**config.mk**
```make
export PLATFORM = sky130hd
export DESIGN_NAME = dso_clk_sequencer
export DESIGN_NICKNAME = d
export VERILOG_FILES = /design/src/rtl/dso_clk_pkg.sv /design/src/rtl/dso_sync2.sv /design/src/rtl/dso_clk_sequencer.sv
export SDC_FILE = /design/constraint.sdc
export NUM_CORES = 1
export LEC_CHECK = 0
export BUFFER_PORTS_ARGS = -buffer_cell sky130_fd_sc_hd__buf_2
export CAP_MARGIN = 10
export CORE_MARGIN = 4
export CORE_UTILIZATION = 50
export DETAILED_ROUTE_END_ITERATION = 16
export GPL_TIMING_DRIVEN = 0
export PLACE_DENSITY = 0.83
export SETUP_SLACK_MARGIN = 0.1
export SYNTH_ARGS = -nofsm -noshare
export SYNTH_HDL_FRONTEND = slang
export SYNTH_SLANG_ARGS = --single-unit
```
**constraint.sdc**
```tcl
create_clock -name inclk0 -period 3 [get_ports inclk0]
set_input_delay 0.3 -clock inclk0 [delete_from_list [all_inputs] [get_ports inclk0]]
set_output_delay 0.3 -clock inclk0 [all_outputs]
set_load 0.05 [all_outputs]
```
**src/rtl/dso_clk_pkg.sv**
```systemverilog
// dso_clk_pkg: shared state encoding and widths for the DSO clock sequencer.
package dso_clk_pkg;

  localparam int DSO_NUM_DOMAINS = 4;
  localparam int DSO_RELOCK_W    = 8;

  typedef enum logic [2:0] {
    ST_RESET_PLL = 3'd0,
    ST_WAIT_LOCK = 3'd1,
    ST_STABLE    = 3'd2,
    ST_RELEASE   = 3'd3,
    ST_RUN       = 3'd4,
    ST_FAULT     = 3'd5
  } dso_state_e;

  function automatic logic [DSO_RELOCK_W-1:0] sat_inc(
    input logic [DSO_RELOCK_W-1:0] v
  );
    return (&v) ? v : v + DSO_RELOCK_W'(1);
  endfunction

endpackage

```
**src/rtl/dso_sync2.sv**
```systemverilog
// dso_sync2: two-flop single-bit synchroniser, synchronous reset to 0.
module dso_sync2 (
  input  logic clk_i,
  input  logic rst_i,
  input  logic d_i,
  output logic q_o
);

  logic [1:0] sync_q;

  always_ff @(posedge clk_i) begin
    if (rst_i) sync_q <= '0;
    else       sync_q <= {sync_q[0], d_i};
  end

  assign q_o = sync_q[1];

endmodule

```
**src/rtl/dso_clk_sequencer.sv**
```systemverilog
// dso_clk_sequencer: PLL bring-up, staged domain release and sample divider.
// Lock-timeout watchdog and FAULT state built only with DSO_LOCK_WATCHDOG_EN.
module dso_clk_sequencer
  import dso_clk_pkg::*;
#(
  parameter int PLL_RST_CYCLES = 16,
  parameter int LOCK_STABLE    = 256,
  parameter int LOCK_TIMEOUT   = 65535,
  parameter int DIV_W          = 16
) (
  input  logic                       inclk0,
  input  logic                       areset,
  input  logic                       pll_locked,
  input  logic [DIV_W-1:0]           rate_div,
  input  logic                       rate_load,
  output logic                       pll_areset,
  output logic [DSO_NUM_DOMAINS-1:0] domain_rst,
  output logic                       sample_en,
  output logic                       ready,
  output logic                       fault,
  output logic [DSO_RELOCK_W-1:0]    relock_cnt,
  output logic [2:0]                 state
);

  localparam int CNT_M0 =
    (PLL_RST_CYCLES > LOCK_STABLE) ? PLL_RST_CYCLES : LOCK_STABLE;
  localparam int CNT_MAX =
    (CNT_M0 > DSO_NUM_DOMAINS) ? CNT_M0 : DSO_NUM_DOMAINS;
  localparam int CNT_W = $clog2(CNT_MAX + 1);

  localparam logic [CNT_W-1:0] RST_LAST = CNT_W'(PLL_RST_CYCLES - 1);
  localparam logic [CNT_W-1:0] STB_LAST = CNT_W'(LOCK_STABLE - 1);
  localparam logic [CNT_W-1:0] REL_LAST = CNT_W'(DSO_NUM_DOMAINS - 1);

  logic lock_s;

  dso_sync2 u_lock_sync (
    .clk_i (inclk0),
    .rst_i (areset),
    .d_i   (pll_locked),
    .q_o   (lock_s)
  );

  dso_state_e state_q, state_d;
  logic [CNT_W-1:0] cnt_q, cnt_d;
  logic [DSO_RELOCK_W-1:0] relock_q, relock_d;
  logic [DIV_W-1:0] shadow_q, shadow_d;
  logic [DIV_W-1:0] active_q, active_d;
  logic [DIV_W-1:0] div_cnt_q, div_cnt_d;
  logic pll_areset_q, pll_areset_d;
  logic [DSO_NUM_DOMAINS-1:0] domain_rst_q, domain_rst_d;
  logic sample_en_q, sample_en_d;
  logic ready_q, ready_d;
  logic lost;
  logic tmo_hit;

`ifdef DSO_LOCK_WATCHDOG_EN
  localparam int TMO_W = $clog2(LOCK_TIMEOUT + 1);
  localparam logic [TMO_W-1:0] TMO_LAST = TMO_W'(LOCK_TIMEOUT - 1);

  logic [TMO_W-1:0] tmo_q, tmo_d;
  logic fault_q, fault_d;

  assign tmo_hit = (tmo_q == TMO_LAST);

  // Counts consecutive WAIT_LOCK cycles; any other state restarts it.
  always_comb begin
    tmo_d = '0;
    if (state_q == ST_WAIT_LOCK && state_d == ST_WAIT_LOCK)
      tmo_d = tmo_q + TMO_W'(1);
  end

  assign fault_d = (state_d == ST_FAULT);

  always_ff @(posedge inclk0) begin
    if (areset) begin
      tmo_q   <= '0;
      fault_q <= 1'b0;
    end else begin
      tmo_q   <= tmo_d;
      fault_q <= fault_d;
    end
  end

  assign fault = fault_q;
`else
  assign tmo_hit = 1'b0;
  assign fault   = 1'b0;
`endif

  always_comb begin
    state_d  = state_q;
    cnt_d    = cnt_q;
    relock_d = relock_q;
    lost     = 1'b0;
    unique case (state_q)
      ST_RESET_PLL: begin
        if (cnt_q == RST_LAST) begin
          state_d = ST_WAIT_LOCK;
          cnt_d   = '0;
        end else begin
          cnt_d = cnt_q + CNT_W'(1);
        end
      end
      ST_WAIT_LOCK: begin
        cnt_d = '0;
        if (lock_s)       state_d = ST_STABLE;
        else if (tmo_hit) state_d = ST_FAULT;
      end
      ST_STABLE: begin
        if (!lock_s) begin
          state_d = ST_WAIT_LOCK;
          cnt_d   = '0;
        end else if (cnt_q == STB_LAST) begin
          state_d = ST_RELEASE;
          cnt_d   = '0;
        end else begin
          cnt_d = cnt_q + CNT_W'(1);
        end
      end
      ST_RELEASE: begin
        if (!lock_s) begin
          lost = 1'b1;
        end else if (cnt_q == REL_LAST) begin
          state_d = ST_RUN;
          cnt_d   = '0;
        end else begin
          cnt_d = cnt_q + CNT_W'(1);
        end
      end
      ST_RUN: begin
        if (!lock_s) lost = 1'b1;
      end
      ST_FAULT: begin
        state_d = ST_FAULT;
      end
      default: begin
        state_d = ST_RESET_PLL;
        cnt_d   = '0;
      end
    endcase
    if (lost) begin
      state_d  = ST_RESET_PLL;
      cnt_d    = '0;
      relock_d = sat_inc(relock_q);
    end
  end

  // A load in the wrap cycle already feeds the period that starts there.
  always_comb begin
    shadow_d    = rate_load ? rate_div : shadow_q;
    active_d    = active_q;
    div_cnt_d   = '0;
    sample_en_d = 1'b0;
    if (state_d == ST_RUN) begin
      if (state_q != ST_RUN) begin
        active_d = shadow_d;
      end else if (div_cnt_q == active_q) begin
        active_d = shadow_d;
      end else begin
        div_cnt_d = div_cnt_q + DIV_W'(1);
      end
      sample_en_d = (div_cnt_d == active_d);
    end
  end

  always_comb begin
    pll_areset_d = (state_d == ST_RESET_PLL) || (state_d == ST_FAULT);
    ready_d      = (state_d == ST_RUN);
    domain_rst_d = '1;
    unique case (state_d)
      ST_RELEASE: domain_rst_d = {DSO_NUM_DOMAINS{1'b1}} >> (cnt_d + CNT_W'(1));
      ST_RUN:     domain_rst_d = '0;
      default:    domain_rst_d = '1;
    endcase
  end

  always_ff @(posedge inclk0) begin
    if (areset) begin
      state_q      <= ST_RESET_PLL;
      cnt_q        <= '0;
      relock_q     <= '0;
      shadow_q     <= '0;
      active_q     <= '0;
      div_cnt_q    <= '0;
      pll_areset_q <= 1'b1;
      domain_rst_q <= '1;
      sample_en_q  <= 1'b0;
      ready_q      <= 1'b0;
    end else begin
      state_q      <= state_d;
      cnt_q        <= cnt_d;
      relock_q     <= relock_d;
      shadow_q     <= shadow_d;
      active_q     <= active_d;
      div_cnt_q    <= div_cnt_d;
      pll_areset_q <= pll_areset_d;
      domain_rst_q <= domain_rst_d;
      sample_en_q  <= sample_en_d;
      ready_q      <= ready_d;
    end
  end

  assign pll_areset = pll_areset_q;
  assign domain_rst = domain_rst_q;
  assign sample_en  = sample_en_q;
  assign ready      = ready_q;
  assign relock_cnt = relock_q;
  assign state      = state_q;

endmodule

```
==> metrics.cfg <==
[placed_design]
port_buffers=37
post_dp_cell_area_mm2=0.004352
post-place-ws_ps=-207.3
dpl.hpwl_mm=7.018
gp_congestion=0.9127
dp.cells=614

[hold_path]
hold_class=in -> reg
hold_start=pll_locked
hold_end=u_lock_sync.sync_q[0]
hold_path_depth=2

[critical_path]
cpMostUsedCell=and3_4
crit_required_ps=3260
cpPeakStageDelay_ps=360
r2r_slack_ps=-30
worst_path_max_delay_cell=dfxtp_4
path_class=reg -> reg
worstRegToRegCells=15
worst-path-max-fanout=5
reg2reg_from=cnt_q[0]
start_kind=flip-flop
r2r_end=domain_rst[2]
crit_path_cell_trace=ha_4 > and3_4 > and3_4 > nand3_4 > inv_2 > ha_4 > nor2_4 > nand2b_4 > buf_4 > and3_4 > o21a_1 > a211o_1 > xnor2_1 > a211o_4 > o41ai_2
critical-path-top-delay-family=compound AO/OA/AOI/OAI gates
arrival_ps=3290
path_buf_inv=2
end_kind=flip-flop

[synthesis]
ys_warn_count=0
syn-cell-area_mm2=0.003995
yosysMostFrequentCell=dfxtp_1
synthDistinctLibCells=61
synth_seq_area_share_pct=38.58
netlist_instances=475
synth_edf_count=0
synthFlopType=dfxtp_1
synth_top_area_cell=dfxtp_1
synth_area_per_cell_um2=8.411
ys_ff_latch=77
synth.net_count=501
async_flop_share_pct=0
synth_area_leaders=dfxtp_1 (39%), xnor2_1 (5.9%), nor2_1 (5.7%), xor2_1 (4.6%), a21oi_1 (4.3%)
yosysTopAreaCellShare_pct=38.58
synthTopCellsByCount=dfxtp_1 (77), nor2_1 (61), a21oi_1 (34), nand2_1 (34), xnor2_1 (27)

[grt]
grt_pass1_vias=3514
antenna_found_initial=0
grt_max_degree=15
grt_pass1_wl_mm=16.40
grt_use_total_pct=20.44
overflow=0

[clock_tree]
worstSkewPairLatency_ps=350
cts_buffer_depth=2
clock-sinks=77
postCtsHoldBufs=0
cts-root-buf=clkbuf_8
h-tree-depth=3
cts_buffers=9
tritoncts=yes
clkTransAtPathRegs_ps=80

[route]
wl_per_cell_um=15.53
wl_met1_mm=4.649
via_per_inst=5.831
route.vias.total=3767
drt-initial-drc-count=256
met2_length_mm=4.667
route.detailed.drc=0
wirelength_mm=10.03
final_antenna_net_count=0
dr_wl_met3_um=560
routed.top_layer=met4
first_pass_iters=5

[timing]
slew_viol_final=0
fin_ws_ps=-28.63
period_share_pct=101.0
tightest_slew_ps=669.5
timing.fmax_mhz=330.2
rsz0062_at_grt=true
hold_slack_ps=177.3
slew_headroom_pct=55.36
setup_violations=3
final.setup_skew_ps=12.94
fin_crit_ps=3029
hold_viol_final=0

[floorplanning]
start_util_pct=51.43
ios=39
die_width_um=97.39
dieHeight_um=97.39
fp-row-count=32
die_area_mm2=0.009484
core_area_mm2=0.007767

[outcome]
violations=setup timing
outcome=finished, violations left

[power_and_ir_drop]
max-vdd-ir-drop_v=0.0002313
power_leakage_nw=1.897
powerDensity_mw_per_mm2=400.8

[cells_and_area]
final_area_mm2=0.004917
n_antenna_cell=0
final-instance-count-excl-fill=646
nNetsFinal=565
area.growth.synth_to_final_pct=23.08
fillCellCount=622
layout-drive-gt1-share_pct=23.90

[run]
timing.max_cap.violations=0

## cells by family after synthesis
logic type      synth area share, %
simple gates                  25.18
compound gates                15.66
flops                         38.58
xor+xnor                      10.52
buf+inv                       3.821
mux                           4.259
fa+ha+maj                     1.879
other cells                 0.09387
## report_power, final
group | switching (mW) | total, mW | internal, mW | leakage, nW
Sequential | 0.0112 | 1.05 | 1.04 | 0.627
Clock | 0.412 | 0.772 | 0.360 | 0.0970
Combinational | 0.0850 | 0.149 | 0.0637 | 1.17
Total | 0.508 | 1.97 | 1.46 | 1.90
## routing by layer
layer | up-vias | track usage (%)
met5 | - | 0
met4 | 0 | 5.538
met3 | 22 | 3.948
met2 | 139 | 32.74
met1 | 1783 | 28.20
li1 | 1823 | -
## stage by stage
step	setup TNS, ps	power [mW]	util, %
after floorplan	0	1.159	-
after global placement	-428.3	1.194	56.02
after detailed placement	-622.2	1.199	56.02
after CTS	-80.45	1.959	60.24
after global routing	-421.3	2.031	63.31
final	-77.18	1.971	63.31
## state kept, by name, summed over array words and instances (netlist names)
name / flops
pll_areset: 1
active_q: 16
relock_cnt: 8
state: 3
ready: 1
sample_en: 1
domain_rst: 4
u_lock_sync.sync_q: 2
cnt_q: 9
shadow_q: 16
div_cnt_q: 16
## cell type report
class | instances | area [µm²] | area share [%]
multi-input combinational | 360 | 2570 | 52.26
sequential | 77 | 1551 | 31.55
timing repair buffer | 54 | 312.8 | 6.361
clock buffer | 11 | 152.6 | 3.104
tap | 102 | 127.6 | 2.595
buffer | 26 | 120.1 | 2.443
clock inverter | 5 | 41.29 | 0.8397
inverter | 11 | 41.29 | 0.8397
## cells in the final DEF (no fill, tap or decap), types with 9 or more instances in the layout
cell type  instances
clkbuf_8           9
nor2_1            58
xnor2_1           27
clkbuf_1          13
mux2i_1           17
xor2_1            21
inv_1              9
dfxtp_1           73
o21ai_0           11
buf_2             40
buf_4             19
nand3_1           17
nand2_1           33
nand4_1           10
a21oi_1           31
or3_1             21
## what timing repair did
action | CTS | global route
pin swaps | 9 | 15
gates resized for setup | 13 | 40
hold endpoints to repair | 0 | 0
setup endpoints to repair | 4 | 25
buffers inserted | 8 | 9
## how the worst max path moves through the flow
stage                  start            end  slack (ps)  cells after the start
floorplan           cnt_q[0]  domain_rst[3]         100                     17
global placement    cnt_q[0]  domain_rst[1]        -150                     17
detailed placement  cnt_q[0]  domain_rst[2]        -210                     14
CTS                 cnt_q[0]  domain_rst[2]         -60                     14
global route        cnt_q[0]  domain_rst[2]        -130                     16
finish              cnt_q[0]  domain_rst[2]         -30                     15
No activity file was read; power rests on OpenSTA's default activity.
